[src/rtl/seq_mult_pkg.sv]
// Shared types for the sequential shift-and-add multiplier:
// FSM state type with its encoding, and the full product width helper.
package seq_mult_pkg;

  localparam logic [1:0] ST_IDLE_ENC = 2'd0;
  localparam logic [1:0] ST_RUN_ENC  = 2'd1;
  localparam logic [1:0] ST_DONE_ENC = 2'd2;

  typedef enum logic [1:0] {
    ST_IDLE = ST_IDLE_ENC,
    ST_RUN  = ST_RUN_ENC,
    ST_DONE = ST_DONE_ENC
  } state_t;

  // Width of the untruncated product of an a_w-bit by b_w-bit unsigned multiply.
  function automatic int full_width(input int a_w, input int b_w);
    return a_w + b_w;
  endfunction

endpackage

[src/rtl/seq_shift_add_mult_cc_add_stage.sv]
// Combinational W-bit unsigned adder returning sum and carry-out.
module cc_add_stage #(
  parameter int W = 8
) (
  input  logic [W-1:0] a,
  input  logic [W-1:0] b,
  output logic [W-1:0] sum,
  output logic         cOut
);

  // Extend both operands by one bit so the carry is never lost.
  assign {cOut, sum} = {1'b0, a} + {1'b0, b};

endmodule

[src/rtl/seq_shift_add_mult.sv]
// Multi-cycle unsigned shift-and-add multiplier, one multiplier bit per clock.
// Operands arrive over in_valid/in_ready, the product plus zero/neg/overflow
// flags leave over out_valid/out_ready.
// Build option: define SEQ_MULT_EARLY_EXIT_EN to leave RUN as soon as the
// remaining multiplier bits are all zero (result is unchanged, latency drops).
//
//  state   | meaning
//  --------+-----------------------------------------------------------
//  ST_IDLE | waiting for operands, in_ready=1
//  ST_RUN  | one add/shift step per edge
//  ST_DONE | result and flags held, out_valid=1 until out_ready
module seq_shift_add_mult
  import seq_mult_pkg::*;
#(
  parameter int A_WIDTH       = 8,
  parameter int B_WIDTH       = 8,
  parameter int PRODUCT_WIDTH = A_WIDTH + B_WIDTH
) (
  input  logic                     clk,
  input  logic                     rst_n,
  input  logic                     in_valid,
  output logic                     in_ready,
  input  logic [A_WIDTH-1:0]       a,
  input  logic [B_WIDTH-1:0]       b,
  output logic                     out_valid,
  input  logic                     out_ready,
  output logic [PRODUCT_WIDTH-1:0] product,
  output logic                     zero,
  output logic                     neg,
  output logic                     overflow
);

  localparam int FULL  = full_width(A_WIDTH, B_WIDTH);
  localparam int CNT_W = $clog2(B_WIDTH);
  localparam logic [CNT_W-1:0] CNT_LAST = CNT_W'(B_WIDTH - 1);

  state_t                   state_q;
  logic                     in_ready_q;
  logic                     out_valid_q;
  logic [FULL-1:0]          acc_q;
  logic [FULL-1:0]          acc_d;
  logic [A_WIDTH-1:0]       mcand_q;
  logic [B_WIDTH-1:0]       mplier_q;
  logic [B_WIDTH-1:0]       mplier_d;
  logic [CNT_W-1:0]         cnt_q;
  logic [PRODUCT_WIDTH-1:0] product_q;
  logic                     zero_q;
  logic                     neg_q;
  logic                     overflow_q;

  logic [A_WIDTH-1:0]       add_sum;
  logic                     add_cout;
  logic                     run_last;
  logic [FULL-1:0]          full_res;
  logic [PRODUCT_WIDTH-1:0] prod_trunc;
  logic                     ovf_res;

  // The add stage always sees the upper accumulator half and the multiplicand;
  // its result is only used on steps whose multiplier bit is set.
  cc_add_stage #(
    .W(A_WIDTH)
  ) u_add (
    .a    (acc_q[FULL-1:B_WIDTH]),
    .b    (mcand_q),
    .sum  (add_sum),
    .cOut (add_cout)
  );

  // One RUN step: conditional add, then shift {carry,acc} and the multiplier right.
  always_comb begin
    mplier_d = mplier_q >> 1;
    if (mplier_q[0]) begin
      acc_d = {add_cout, add_sum, acc_q[B_WIDTH-1:1]};
    end else begin
      acc_d = {1'b0, acc_q[FULL-1:1]};
    end
`ifdef SEQ_MULT_EARLY_EXIT_EN
    // Remaining multiplier bits are zero, so the skipped steps would only shift;
    // do all of them at once.
    run_last = (cnt_q == CNT_LAST) || (mplier_d == '0);
    full_res = acc_d >> (CNT_LAST - cnt_q);
`else
    run_last = (cnt_q == CNT_LAST);
    full_res = acc_d;
`endif
  end

  assign prod_trunc = full_res[PRODUCT_WIDTH-1:0];

  generate
    if (PRODUCT_WIDTH < FULL) begin : g_ovf
      assign ovf_res = |full_res[FULL-1:PRODUCT_WIDTH];
    end else begin : g_no_ovf
      assign ovf_res = 1'b0;
    end
  endgenerate

  // Control FSM with the datapath registers and registered handshake/result outputs.
  always_ff @(posedge clk or negedge rst_n) begin
    if (!rst_n) begin
      state_q     <= ST_IDLE;
      in_ready_q  <= 1'b1;
      out_valid_q <= 1'b0;
      acc_q       <= '0;
      mcand_q     <= '0;
      mplier_q    <= '0;
      cnt_q       <= '0;
      product_q   <= '0;
      zero_q      <= 1'b0;
      neg_q       <= 1'b0;
      overflow_q  <= 1'b0;
    end else begin
      case (state_q)
        ST_IDLE: begin
          if (in_valid) begin
            acc_q      <= '0;
            mcand_q    <= a;
            mplier_q   <= b;
            cnt_q      <= '0;
            in_ready_q <= 1'b0;
            state_q    <= ST_RUN;
          end
        end
        ST_RUN: begin
          acc_q    <= acc_d;
          mplier_q <= mplier_d;
          cnt_q    <= cnt_q + CNT_W'(1);
          if (run_last) begin
            product_q   <= prod_trunc;
            zero_q      <= (prod_trunc == '0);
            neg_q       <= prod_trunc[PRODUCT_WIDTH-1];
            overflow_q  <= ovf_res;
            out_valid_q <= 1'b1;
            state_q     <= ST_DONE;
          end
        end
        ST_DONE: begin
          if (out_ready) begin
            out_valid_q <= 1'b0;
            in_ready_q  <= 1'b1;
            state_q     <= ST_IDLE;
          end
        end
        default: begin
          out_valid_q <= 1'b0;
          in_ready_q  <= 1'b1;
          state_q     <= ST_IDLE;
        end
      endcase
    end
  end

  assign in_ready  = in_ready_q;
  assign out_valid = out_valid_q;
  assign product   = product_q;
  assign zero      = zero_q;
  assign neg       = neg_q;
  assign overflow  = overflow_q;

endmodule

[config.mk]
export PLATFORM = sky130hd
export DESIGN_NAME = seq_shift_add_mult
export DESIGN_NICKNAME = d
export VERILOG_FILES = /design/src/rtl/seq_mult_pkg.sv /design/src/rtl/seq_shift_add_mult_cc_add_stage.sv /design/src/rtl/seq_shift_add_mult.sv
export SDC_FILE = /design/constraint.sdc
export NUM_CORES = 1
export LEC_CHECK = 0
export ABC_AREA = 1
export CORE_ASPECT_RATIO = 1.1
export CORE_MARGIN = 10
export CORE_UTILIZATION = 45
export CTS_CLUSTER_SIZE = 10
export DETAILED_ROUTE_END_ITERATION = 10
export PLACE_DENSITY_LB_ADDON = 0.15
export SETUP_SLACK_MARGIN = 0.15
export SYNTH_ARGS = -nofsm -noshare
export SYNTH_HDL_FRONTEND = slang
export SYNTH_SLANG_ARGS = --single-unit
[constraint.sdc]
create_clock -name clk -period 2.4 [get_ports clk]
set_input_delay 0.48 -clock clk [delete_from_list [all_inputs] [get_ports clk]]
set_output_delay 0.48 -clock clk [all_outputs]
set_load 0.05 [all_outputs]
======== Yosys cells after proc, flatten, opt, wreduce, memory -nomap -nowiden ========
Index checks and enable logic that the tools add are counted.
operators by class
  divide/modulo/power cells ............... 0
  reduce and logical (&&, ||, !) cells .... 9
  $add $sub $neg .......................... 2
  shift operators ......................... 0
  $mul .................................... 0
  order comparisons ....................... 0
  equality and inequality tests ........... 6
  multiplexer cells ....................... 17
  bitwise operators ....................... 2
operator list
  cell                                                                    count
  16-bit 2-to-1 mux                                                       2
  16-bit one-hot mux with 2 select lines                                  1
  16-bit logical NOT                                                      1
  8-bit one-hot mux with 2 select lines                                   1
  8-bit by 8-bit adder with 9-bit output                                  1
  3-bit AND reduction                                                     3
  8-bit 2-to-1 mux                                                        1
  2-bit 2-to-1 mux                                                        3
  2-bit != test (second input constant)                                   3
  1-bit one-hot mux with 3 select lines                                   2
  2-bit one-hot mux with 3 select lines                                   1
  3-bit one-hot mux with 2 select lines                                   1
  2-bit AND reduction                                                     3
  1-bit 2-to-1 mux                                                        4
  3-bit by 1-bit adder with 3-bit output (second input constant)          1
  3-bit equality test (second input constant)                             1
  3-bit 2-to-1 mux                                                        1
  2-bit by 1-bit equality test with 1-bit output (second input constant)  1
  2-bit equality test (second input constant)                             1
  2-bit logical NOT                                                       1
  1-bit inverter                                                          2
  2-bit nonzero test                                                      1
word-level totals
  RAM bits ................................ 0
  bits in latches ......................... 0
  bits in read-only memories .............. 0
  input port bits ......................... 20
  bits in registers ....................... 57
  memories kept ........................... 0

======== Depth between registers and ports, before layout ========
  depth after elaboration ................. 3
  depth in mapped cells ................... 12
  gate-level depth less buffers ........... 12

======== By module ========
A second synthesis with hierarchy kept.
unflattened totals
  cells, all modules ...................... 321
  area total of the unflattened synthesis .. 2690.1 sq um
modules (own cells, without submodules)
  module              cells an instance  times used  seq. area each (sq um)  area an instance (sq um)
  seq_shift_add_mult  262                1           1377.6                  2313.5
  cc_add_stage        59                 1           0.0                     376.6

======== Worst setup path after synthesis ========
No wires, ideal clock.
  kind .................................... register to register
  start ................................... register acc_q[8]
  end ..................................... register zero_q (netlist: zero)
  data arrival time ....................... 1.586 ns
  required time ........................... 2.282 ns
  path slack .............................. 0.697 ns
  stages on the path, launching flop included .. 13
  path through ............................ dfrtp_1 -> ha_1 -> fa_1 -> nand2_1 -> nand2_1 -> nand3b_1 -> nand2_1 -> nand2_1 -> nand3_1 -> nand2_1 -> nor2_1 -> nand2_1 -> nand2_1
between the ends
  longest elaborated chain between the ends .. 3
RTL lines
  item                                    RTL line                               RTL
  from (decl)                             seq_shift_add_mult.sv:40               logic [FULL-1:0] acc_q;
  from (signal assigned)                  seq_shift_add_mult.sv:104              acc_q <= '0;
  from (signal assigned)                  seq_shift_add_mult.sv:116              acc_q <= '0;
  from (signal assigned)                  seq_shift_add_mult.sv:125              acc_q <= acc_d;
  8-bit by 8-bit adder with 9-bit output  seq_shift_add_mult_cc_add_stage.sv:12  assign {cOut, sum} = {1'b0, a} + {1'b0, b};
  16-bit 2-to-1 mux *                     seq_shift_add_mult.sv:72               if (mplier_q[0]) begin
  16-bit logical NOT *                    seq_shift_add_mult.sv:130              zero_q <= (prod_trunc == '0);
  to (signal assigned)                    seq_shift_add_mult.sv:130
  to (decl)                               seq_shift_add_mult.sv:47               logic zero_q;
Mark *: on every way between the ends. The rest lies on a longest branch, timed or not.
A chain may end at the register's enable or synchronous reset.

======== Final worst setup path ========
  start ................................... register in_ready_q (netlist: in_ready)
  end ..................................... output port in_ready
RTL lines
  item                    RTL line                   RTL
  from (decl)             seq_shift_add_mult.sv:38   logic in_ready_q;
  from (signal assigned)  seq_shift_add_mult.sv:102  in_ready_q <= 1'b1;
  from (signal assigned)  seq_shift_add_mult.sv:120  in_ready_q <= 1'b0;
  from (signal assigned)  seq_shift_add_mult.sv:140  in_ready_q <= 1'b1;
  to (decl)               seq_shift_add_mult.sv:22   output logic in_ready,
No word-level cell between the ends.

==> metrics <==
DRC=0; Sw Pwr=2.38 mW; Synth cell types=28; Hold WC Path Type=primary input to async pin; P per Cell Area=1550 nW/um2; Worst-Margin Slew=0.552 ns; clk_lat worst skew=about 0.31 ns; Max stage delay on crit path=0.81 ns; routing usage on met3=0.0358; power share of the clock group=0.102; Critical Path Stages=1; Sequential Power Share=0.323; vias in the first global route=2042; Post-CTS Setup Repair Bufs=0; residual overflow from global routing=0; initial antenna violation count=0; Resized Gates After CTS=0; Final nets=374; Core Box Area=5770 um2; DP HPWL=about 4.6 mm; R2R cell count=12; Worst Path Class, Setup=flop to output pin; Placed Cells=413; initial core utilization=0.464; WP data required=1.92 ns; Reg area=1380 um2; FMAX=470 MHz; startpoint types=flop; met1 GRT Util=0.163; Syn Nets=336; post-synthesis sequential area ratio=0.515; Synth Warn #=0; maximum clock insertion buffer count=2; clock skew=approximately 0.011 ns; relative slew slack=0.632; Finished Layout Cells=421; FILL cells=between 500 and 600; hold_buf cts=0; Yosys reg bits=55; routed len/inst=14.5 um; final worst path period share=0.887; Slowest cell on crit path=clkdlybuf4s50_1; Leak Pwr=approximately 1.6 nW; post-route antenna net violation count=0; drt via density=4.92; chip width=93.5 um; CTS root buf=clkbuf_8; final WL=approximately 6 mm; I/O Pins=41; Comb power frac=0.575; Pint=around 2.6 mW; Multi-input gate area=approximately 1100 um2; Net Sw Frac=0.477; TritonCTS Sinks=55; die area=between 9000 and 10000 um2; Top Family by Delay on Critical Path=buffers and inverters; DIE HEIGHT=just over 100 um; setup TNS=0 ns; CP Cell Sequence=clkdlybuf4s50_1; Max-cap violations=0; CP Max Fanout=2; final setup violation count=0; met2 Use GR=0.224; number of detailed-route iterations in the first pass=4; share of the synthesized area in the top cell type=0.505; ant diodes=0; total track usage=0.133; # rows=29; via count=2073; gpl congestion=0.785; Min Hold Slack=approximately 0.14 ns; first-pass GRT wire length=10.2 mm; outcome=completed; mapped cell area=~2700 um2; H-tree levels=2; post-synth top area cell=dfrtp_1; number of clock buffers inserted by TritonCTS=5; RSZ-0062 raised after global routing=false; minimum clock period=2.13 ns; cells after synthesis=305; Worst Setup End Kind=output pin; Max VDD drop=roughly 0.70 mV; grt peak-use layer=met2; clock tree from TritonCTS=built; Synth area leaders=dfrtp_1, nand2_1, ha_1; Final Hold Viols=0; layout cells sized above 1=0.0901; CP Data Arrival Time=about 1.7 ns; area delta synth->final=20.1%; reg-to-reg setup timing slack=0.47 ns; PortBufs=39; drt initial violations=140; WP buf/inv=1; syn_area_per_cell=8.77 um2; clock slew at reported path FFs=roughly 0.1 ns; Slew Limit Fails=0; pin count of the biggest net entering global routing=33
Yosys cell counts:
cell / instances
a21oi_1: 4
a221oi_1: 4
a221oi_2: 3
a22o_1: 3
buf_2: 5
buf_4: 3
buf_6: 1
clkbuf_1: 3
conb_1: 1
dfrtp_1: 54
dfstp_2: 1
fa_1: 1
ha_1: 10
inv_1: 33
inv_2: 5
mux2_2: 8
nand2_1: 93
nand2_2: 1
nand3_1: 16
nand3b_1: 4
nand4_1: 1
nor2_1: 15
nor2_2: 1
nor3_1: 7
o21ai_0: 18
o21ai_1: 1
o22ai_1: 8
or2_1: 1
per-stage QoR:
stage	power, mW	worst slack (ns)	utilization	area (um2)
6_report	4.97	0.271	0.557	3220
5_1_grt	5.42	0.231	0.557	3220
4_1_cts	5.03	0.249	0.557	3220
3_5_place_dp	4.51	0.428	0.543	3130
3_3_place_gp	4.46	0.456	0.543	3130
2_1_floorplan	3.74	0.697	-	2680
worst paths after layout:
path	from	end
max in group asynchronous	rst_n	acc_q[12]
max	in_ready	in_ready
min reg2reg	in_ready	in_ready
min in group clk	in_ready	in_ready
min	rst_n	mplier_q[4]
max reg2reg	acc_q[8]	zero
cells by family after synthesis:
logic type      share of synthesized area
mux                                0.0337
buf+inv                            0.0795
other cells                       0.00140
compound gates                      0.101
flops                               0.515
fa+ha+maj                          0.0542
simple gates                        0.215
flip-flops by register name, summed over array words and instances (netlist names):
register and flops:
acc_q 15, cnt_q 3, in_ready 1, mcand_q 8, mplier_q 8, neg 1, out_valid 1, product 15
state_q 2, zero 1
layout make-up:
cell class / instances / share of cell area
inverter: 38 / 0.0444
clock inverter: 2 / 0.00389
multi-input combinational: 200 / 0.338
tap: 77 / 0.0300
clock buffer: 6 / 0.0226
sequential: 55 / 0.428
timing repair buffer: 43 / 0.133
layout by cell type (no fill, tap or decap):
cell / instances
dfstp_2: 1
a21oi_1: 4
inv_2: 5
a221oi_2: 3
clkinvlp_4: 1
buf_4: 3
clkdlybuf4s50_1: 38
inv_1: 33
nand4_1: 1
o21ai_1: 1
dfrtp_1: 54
nand2_2: 1
clkinv_2: 1
conb_1: 1
or2_1: 1
buf_12: 1
fa_1: 1
a22o_1: 3
mux2_2: 8
clkbuf_8: 5
a221oi_1: 4
nand3_1: 16
nor2_2: 1
o22ai_1: 8
nand2_1: 93
ha_1: 10
nand3b_1: 4
buf_2: 1
clkbuf_1: 1
nor3_1: 7
o21ai_0: 18
nor2_1: 15
power by group through the flow:
| stage | combinational (mW) | clock (mW) | sequential (mW) |
|---|---|---|---|
| 2_1_floorplan | 1.75 | 0 | 1.99 |
| 3_3_place_gp | 2.84 | 0 | 1.62 |
| 3_5_place_dp | 2.88 | 0 | 1.63 |
| 4_1_cts | 2.90 | 0.516 | 1.61 |
| 5_1_grt | 3.21 | 0.553 | 1.66 |
| 6_report | 2.86 | 0.507 | 1.61 |
metal layers:
layer | part of all wire | vias to the layer above | wire length (um)
met5 | 0 | - | 0
met4 | 0.013 | 0 | 82
met3 | 0.044 | 6 | 270
met2 | 0.50 | 31 | 3070
met1 | 0.44 | 977 | 2690
li1 | - | 1059 | -
Note: power is estimated with default switching activity, not from simulation.
